## src/rtl/sigmoid_lookup_ctrl.sv

```systemverilog
// sigmoid_lookup_ctrl
//   Maps a signed pre-activation sample onto a 4096-entry sigmoid ROM
//   address, waits out the ROM's one-cycle registered read and presents the
//   looked-up value on a valid/ready output.
//
//   Handshake semantics (both sides): a transfer happens on a rising clock
//   edge where valid && ready are both high. A producer holds valid and
//   data stable until that transfer; ready may depend on state only
//   (in_ready additionally follows out_ready in HOLD).
//
// Ports
//   clock        single clock, rising edge
//   reset_n      asynchronous active-low reset
//   in_valid     input sample valid
//   in_ready     controller can accept a sample (combinational)
//   in_data      signed pre-activation, IN_W bits
//   rom_address  registered ROM address, changes only on input transfer
//   rom_q        ROM read data, valid one cycle after rom_address
//   out_valid    registered result valid
//   out_ready    downstream accepts the result
//   out_data     registered sigmoid result
//   state_dbg    current FSM state (IDLE=0, ISSUE=1, CAPTURE=2, HOLD=3)
//   sat_count    (SIGMOID_LOOKUP_STATS_EN) input transfers whose address clamped
//   done_count   (SIGMOID_LOOKUP_STATS_EN) output transfers
//
// Optional feature macro: SIGMOID_LOOKUP_STATS_EN adds the two saturating
// 16-bit statistics counters and their ports.
module sigmoid_lookup_ctrl #(
    parameter int IN_W  = 16,
    parameter int SHIFT = 3
) (
    input  logic            clock,
    input  logic            reset_n,
    input  logic            in_valid,
    output logic            in_ready,
    input  logic [IN_W-1:0] in_data,
    output logic [11:0]     rom_address,
    input  logic [7:0]      rom_q,
    output logic            out_valid,
    input  logic            out_ready,
    output logic [7:0]      out_data,
    output logic [1:0]      state_dbg
`ifdef SIGMOID_LOOKUP_STATS_EN
    ,
    output logic [15:0]     sat_count,
    output logic [15:0]     done_count
`endif
);

    // Two guard bits: the shifted value plus the 2048 bias can never
    // overflow for IN_W >= 12.
    localparam int MW = IN_W + 2;
    localparam logic signed [MW-1:0] BIAS  = MW'(2048);
    localparam logic signed [MW-1:0] MAX_A = MW'(4095);

    typedef enum logic [1:0] {
        IDLE    = 2'd0,
        ISSUE   = 2'd1,
        CAPTURE = 2'd2,
        HOLD    = 2'd3
    } state_t;

    state_t state, state_nxt;

    logic signed [MW-1:0] ext_data;
    logic signed [MW-1:0] shifted;
    logic signed [MW-1:0] biased;
    logic [11:0]          mapped_addr;
    logic                 clamped;
    logic                 in_xfer;
    logic                 out_xfer;

    // Address mapping
    assign ext_data = {{2{in_data[IN_W-1]}}, in_data};
    assign shifted  = ext_data >>> SHIFT;
    assign biased   = shifted + BIAS;

    always_comb begin
        mapped_addr = biased[11:0];
        clamped     = 1'b0;
        if (biased < 0) begin
            mapped_addr = 12'd0;
            clamped     = 1'b1;
        end else if (biased > MAX_A) begin
            mapped_addr = 12'd4095;
            clamped     = 1'b1;
        end
    end

    assign in_xfer  = in_valid && in_ready;
    assign out_xfer = out_valid && out_ready;

    // FSM: state register
    always_ff @(posedge clock or negedge reset_n) begin
        if (!reset_n) begin
            state <= IDLE;
        end else begin
            state <= state_nxt;
        end
    end

    // FSM: next state
    always_comb begin
        state_nxt = state;
        case (state)
            IDLE:    if (in_xfer) state_nxt = ISSUE;
            ISSUE:   state_nxt = CAPTURE;
            CAPTURE: state_nxt = HOLD;
            HOLD:    if (out_xfer) state_nxt = in_xfer ? ISSUE : IDLE;
            default: state_nxt = IDLE;
        endcase
    end

    // FSM: outputs. In HOLD a new sample may enter in the same cycle the
    // result leaves, which keeps throughput at one sample per three cycles.
    always_comb begin
        in_ready = 1'b0;
        case (state)
            IDLE:    in_ready = 1'b1;
            HOLD:    in_ready = out_ready;
            default: in_ready = 1'b0;
        endcase
    end

    assign state_dbg = state;

    // Datapath registers
    always_ff @(posedge clock or negedge reset_n) begin
        if (!reset_n) begin
            rom_address <= 12'd0;
            out_valid   <= 1'b0;
            out_data    <= 8'd0;
        end else begin
            if (in_xfer) begin
                rom_address <= mapped_addr;
            end
            if (state == CAPTURE) begin
                out_valid <= 1'b1;
                out_data  <= rom_q;
            end else if (out_xfer) begin
                out_valid <= 1'b0;
            end
        end
    end

`ifdef SIGMOID_LOOKUP_STATS_EN
    always_ff @(posedge clock or negedge reset_n) begin
        if (!reset_n) begin
            sat_count  <= 16'd0;
            done_count <= 16'd0;
        end else begin
            if (in_xfer && clamped && (sat_count != 16'hFFFF)) begin
                sat_count <= sat_count + 16'd1;
            end
            if (out_xfer && (done_count != 16'hFFFF)) begin
                done_count <= done_count + 16'd1;
            end
        end
    end
`endif

endmodule

```

## config.mk

```make
export PLATFORM = sky130hd
export DESIGN_NAME = sigmoid_lookup_ctrl
export DESIGN_NICKNAME = d
export VERILOG_FILES = /design/src/rtl/sigmoid_lookup_ctrl.sv
export SDC_FILE = /design/constraint.sdc
export NUM_CORES = 1
export LEC_CHECK = 0
export CAP_MARGIN = 20
export CELL_PAD_IN_SITES_DETAIL_PLACEMENT = 0
export CELL_PAD_IN_SITES_GLOBAL_PLACEMENT = 1
export CORE_MARGIN = 2
export CORE_UTILIZATION = 31
export DETAILED_ROUTE_END_ITERATION = 10
export MAX_ROUTING_LAYER = met4
export PLACE_DENSITY = 0.9
export SKIP_CTS_REPAIR_TIMING = 1
export SYNTH_ARGS = -nofsm -noshare
export SYNTH_HDL_FRONTEND = slang
export SYNTH_SLANG_ARGS = --single-unit
```

## constraint.sdc

```tcl
create_clock -name clock -period 2.3 [get_ports clock]
set_clock_uncertainty 0.05 [all_clocks]
set_input_delay 0.46 -clock clock [delete_from_list [all_inputs] [get_ports clock]]
set_output_delay 0.46 -clock clock [all_outputs]
set_load 0.03 [all_outputs]
```

==> metrics, run 1 <==
Overall Power 2.59 mW; max-cap check violation count 0; hpwl dp 1810 um; startpoint type of the worst setup path flop; syn avg cell area 12.0 um^2; Buf/Inv on CP 2; Via Count 845; first-pass GRT wire length 4080 um; via/cell ratio 4.38; final hold vios 0; Die X 64.7 um; delay-heaviest family, CP flip-flops; CTS root buffer clkbuf_8; Setup crit end kind output pin; GR Util met1 15.4%; WP data required 1.79 ns; worst-margin pin slew 0.517 ns; initial DRC count 52; FMAX 0.492 GHz; register area share after synthesis 50.4%; CP Class flop to output pin; ant diodes 0; Tot GR Track Use 12.9%; post-synthesis async set-or-reset flop share 100%; nets 178; worst path cell trace inv_1 -> ha_1 -> a21oi_2 -> nor2_1 -> buf_4; cell area after layout 1720 um^2; wire per inst 12.2 um; Peak VDD IR 0.400 mV; worst rel slew slack 65.5%; number of flops mapped to enable cells by yosys 0; GR Layer Usage met2 21.5%; commonest non-fill, non-tap cell in the layout clkdlybuf4s50_1; share of cells above drive strength 1 19.3%; port bufs 48; Slowest-stage cell, CP dfrtp_1; Placement Cell Area 1670 um^2; initial antenna violation count 0; CP Data Arrival Time 1.52 ns; final antenna-violating net count 0; #FFs+latches synth 23; Yosys warnings 0; Hold Crit Class flop to flop; Yosys cell types 24; status completed; gr busiest metal met2; P&R area growth vs syn 50.8%; period utilization 88.4%; CTS tree built; final setup vio count 0; Final Max Slew Viols 0; CTS Buffer Depth 2; Die Y 64.7 um; Worst Path Max Fanout 6; CTS buffer count 3; Worst path max stage delay 0.43 ns; Primary FF master, synth dfrtp_1; power per standard cell area 1500 nW/um^2; syn nets 127; clock latency at the later pin of the worst-skew pair 0.25 ns; initial core utilization 31.6%; Die Area 4180 um^2; worst hold stages 1; Row Count 22; Worst-path clk slew 0.08 ns; Pre-antenna DRT Iters 4; I/O pin cnt 52; pin count of the biggest net entering global routing 24; Sink Count 23; setup repair after global routing missed its margin false; Final Critical Period 2.03 ns; core area 3610 um^2; vias in the first global route 914; total negative slack 0 ns; logic depth of the worst setup path including buffers 5; CTS H-Tree Depth 1; most frequent cells in the layout clkdlybuf4s50_1 (47), dfrtp_1 (23), inv_1 (15), a21oi_1 (12), mux2_2 (10); leak pwr 0.762 nW; post-route DRC violation count 0; final WL 2350 um; GR Util met3 2.78%; synthesized cell area 1140 um^2; total grt overflow 0; R2R depth 6; routability cong. 0.737; Mapped Cells 95; Core Util, Final 47.7%
## power breakdown
part	switching [mW]	internal [mW]	leakage [nW]	total, mW
Sequential	0.127	0.619	0.268	0.746
Combinational	0.809	0.797	0.468	1.61
Clock	0.115	0.120	0.0255	0.236
Total	1.05	1.54	0.762	2.59
## worst reg2reg max path, cell delays in order (launching register included)
cell and delay (ns):
dfrtp_1 0.43, inv_1 0.09, ha_1 0.34, nand2b_1 0.25, nor2_4 0.14, buf_12 0.16, mux2_2 0.34
## layout make-up
type                    instances  area [um^2]
repair buffers                 50          505
clock inverters                 1         5.00
fillers                       336         1890
multi-input cells              53          477
well taps                      48         60.1
flip-flops and latches         23          576
inverters                      15         56.3
clock buffers                   3         41.3
## sequential cells by signal, indices dropped and copies added (netlist names)
signal,flops
rom_address,12
state_dbg,2
out_data,8
out_valid,1
## cells by family (layout without fill, tap and decap cells)
logic type               count (synthesis)  count (layout)  share of synthesized area (%)
AND/OR/NAND/NOR                          9               9                           4.17
XOR/XNOR                                 1               1                          0.768
multiplexers                            19              19                           21.7
AO/OA/AOI/OAI                           20              20                           10.7
adder cells (fa/ha/maj)                  4               4                           4.39
buffers and inverters                   19              69                           7.78
flip-flops                              23              23                           50.4
## path summary, 6_finish.rpt
path | from | endpoint | slack (ns)
setup / recovery | state_dbg[0] | in_ready | 0.27
hold / removal | out_data[2] | out_data[2] | 0.46
min in group asynchronous | reset_n | rom_address[11] | 0.51
max in group asynchronous | reset_n | out_data[5] | 1.46
hold reg to reg | out_data[2] | out_data[2] | 0.46
setup reg to reg | state_dbg[0] | rom_address[7] | 0.39
## Yosys cell counts, types with 2 or more instances
master / number / area share, %
nor2_1: 3 / 0.99
mux2_4: 9 / 12
ha_1: 4 / 4.4
dfrtp_1: 23 / 50
nand2_1: 2 / 0.66
clkbuf_1: 2 / 0.66
a21oi_1: 12 / 5.3
mux2_2: 10 / 9.9
inv_1: 15 / 4.9
## metrics by stage
stage	worst slack [ns]	instances	hold slack (ns)
after floorplan	0.348	95	0.114
after global placement	0.189	189	0.438
after detailed placement	0.134	189	0.445
after CTS	0.256	193	0.464
after global routing	0.188	193	0.479
final	0.267	193	0.459
## metal layers
| metal | wire length, um | part of all wire (%) | vias to the layer above |
|---|---|---|---|
| li1 | - | - | 416 |
| met1 | 1020 | 43 | 394 |
| met2 | 1140 | 49 | 31 |
| met3 | 150 | 6.4 | 4 |
| met4 | 36 | 1.5 | 0 |
| met5 | 0 | 0 | - |
Power figures use the tool's default switching activity.
==> run 2, diff against run 1 <==
- CELL_PAD_IN_SITES_DETAIL_PLACEMENT: 0 -> 1
- CELL_PAD_IN_SITES_GLOBAL_PLACEMENT: 1 -> 2
- CORE_UTILIZATION: 31 -> 24
- GPL_TIMING_DRIVEN: default -> 0
- PLACE_DENSITY: 0.9 -> 0.88
==> run 2 against run 1 <==
Critical endpoint unchanged. Clock power rose by 7%. Largest power group unchanged. Via count rose by 6.4%. Sequential share of layout area fell by 0.81 points.
==> metrics, run 2 (synthesis gave the netlist of run 1 again) <==
final antenna-violating net count 0 (unchanged); Slowest-stage cell, CP dfrtp_1 (unchanged); port bufs 48 (unchanged); Comb pwr share 62.0% (was 62.1%); nets 181 (was 178); I/O pin cnt 52 (unchanged); Overall Power 2.66 mW (was 2.59 mW); initial DRC count 18 (was 52); sw frac 41.9% (was 40.6%); post-route DRC violation count 0 (unchanged); FF+latch area 576 um^2 (unchanged); wire per inst 15.6 um (was 12.2 um); Final Max Slew Viols 0 (unchanged); Die X 73.0 um (was 64.7 um); final WL 3150 um (was 2350 um); fill count 512 (was 336); WP data required 1.79 ns (about the same); period utilization 94.3% (was 88.4%); Pre-antenna DRT Iters 4 (unchanged); final worst slack 0.132 ns (was 0.267 ns); placed insts 197 (was 189); max reg flops 12 (unchanged); CP Class flop to output pin (unchanged); initial antenna violation count 0 (unchanged); clock latency at the later pin of the worst-skew pair 0.27 ns (was 0.25 ns); pin count of the biggest net entering global routing 24 (unchanged); Placement Cell Area 1690 um^2 (was 1670 um^2); total grt overflow 0 (unchanged); commonest non-fill, non-tap cell in the layout clkdlybuf4s50_1 (unchanged); status completed (unchanged); worst path cell trace inv_1 -> ha_1 -> a21oi_2 -> nor2_1 -> dlymetal6s2s_1 (was inv_1 -> ha_1 -> a21oi_2 -> nor2_1 -> buf_4); first-pass GRT wire length 4680 um (was 4080 um); cell area after layout 1760 um^2 (was 1720 um^2); CTS Buffer Depth 2 (unchanged); hpwl dp 2340 um (was 1810 um); register with the most flip-flops rom_address (unchanged); delay-heaviest family, CP flip-flops (unchanged); initial core utilization 24.5% (was 31.6%); worst-margin pin slew 0.536 ns (was 0.517 ns); Die Area 5320 um^2 (was 4180 um^2); via/cell ratio 4.45 (was 4.38); Sink Count 23 (unchanged); vias in the first global route 934 (was 914); final setup vio count 0 (unchanged); most frequent cells in the layout clkdlybuf4s50_1 (47), dfrtp_1 (23), inv_1 (15), a21oi_1 (12), mux2_2 (10) (unchanged); Tot GR Track Use 11.7% (was 12.9%); worst rel slew slack 64.3% (was 65.5%); switching pwr 1.11 mW (was 1.05 mW); P&R area growth vs syn 54.5% (was 50.8%); startpoint type of the worst setup path flop (unchanged); CTS H-Tree Depth 1 (unchanged); setup repair after global routing missed its margin false (unchanged); Seq pwr share 28.5% (was 28.8%); max-cap check violation count 0 (unchanged); area of the multi-input gates 477 um^2 (unchanged); FMAX 0.461 GHz (was 0.492 GHz); Peak VDD IR 0.348 mV (was 0.400 mV); ant diodes 0 (unchanged); clock power share 9.5% (was 9.1%); Via Count 899 (was 845); Hold Crit Class input pin to async pin (was flop to flop); Row Count 25 (was 22); fin cells 202 (was 193); share of cells above drive strength 1 18.9% (was 19.3%); leak pwr 0.790 nW (was 0.762 nW); Pint 1.54 mW (about the same); Worst path max stage delay 0.46 ns (was 0.43 ns); CTS tree built (unchanged); Setup crit end kind output pin (unchanged); CTS buffer count 3 (unchanged); routability cong. 0.651 (was 0.737); power per standard cell area 1510 nW/um^2 (was 1500 nW/um^2); Worst-path clk slew 0.09 ns (was 0.08 ns); CP Data Arrival Time 1.66 ns (was 1.52 ns); Die Y 73.0 um (was 64.7 um); Buf/Inv on CP 2 (unchanged); final hold vios 0 (unchanged); Core Util, Final 37.8% (was 47.7%); pre-CTS setup slack -0.130 ns (was 0.134 ns); CTS root buffer clkbuf_8 (unchanged); Final Critical Period 2.17 ns (was 2.03 ns); Worst Path Max Fanout 6 (unchanged); core area 4660 um^2 (was 3610 um^2)
## run 2: path summary, 6_finish.rpt
| kind | cells after the start | to | slack, ns | from |
|---|---|---|---|---|
| hold / removal | 1 | state_dbg[1] | 0.34 | reset_n |
| min in group clock | 1 | out_data[4] | 0.46 | out_data[4] |
| hold reg to reg | 1 | out_data[4] | 0.46 | out_data[4] |
| setup / recovery | 5 | in_ready | 0.13 | state_dbg[0] |
| max in group asynchronous | 2 | rom_address[9] | 1.46 | reset_n |
| setup reg to reg | 6 | rom_address[1] | 0.29 | state_dbg[0] |
## run 2: metal layers
metal  up-vias  part of all wire, %  wire length (um)  track usage [%]
li1        421                    -                 -                -
met1       437                   46              1440             14.7
met2        38                   48              1520             20.0
met3         3                  5.3               167             1.66
met4         0                 0.57                18             2.47
met5         -                    0                 0                -
## run 2: stage by stage
step                hold slack, ns  setup TNS, ns
finish                       0.339              0
global route                 0.328              0
CTS                          0.465         -0.202
detailed placement           0.446          -1.06
global placement             0.438         -0.165
floorplan                    0.114              0
## run 2: power groups by stage
stage          clock network (mW)  logic (mW)  registers [mW]
2_1_floorplan                   0       0.615            1.16
3_3_place_gp                    0        1.61           0.748
3_5_place_dp                    0        1.65           0.764
4_1_cts                     0.266        1.66           0.759
5_1_grt                     0.284        1.73           0.787
6_report                    0.253        1.65           0.758
## run 2: worst reg2reg max path, delay by kind of cell (launching register included)
kind	cells	cell delay [ns]
buf+inv	2	0.28
simple gates	2	0.45
mux	1	0.31
fa+ha+maj	1	0.35
flops	1	0.46
## run 2: area by class of cell
type,instances,share of cell area (%)
clock inverter,1,0.284
timing repair buffer,49,28.8
multi-input combinational,53,27.0
tap,54,3.83
sequential,23,32.6
inverter,15,3.19
clock buffer,3,2.34
buffer,4,1.85
==> run 3, diff against run 2 <==
- CTS_CLUSTER_SIZE: default -> 28
==> results of run 3 <==
The final DEF is identical to that of run 2; final timing and power are the same.
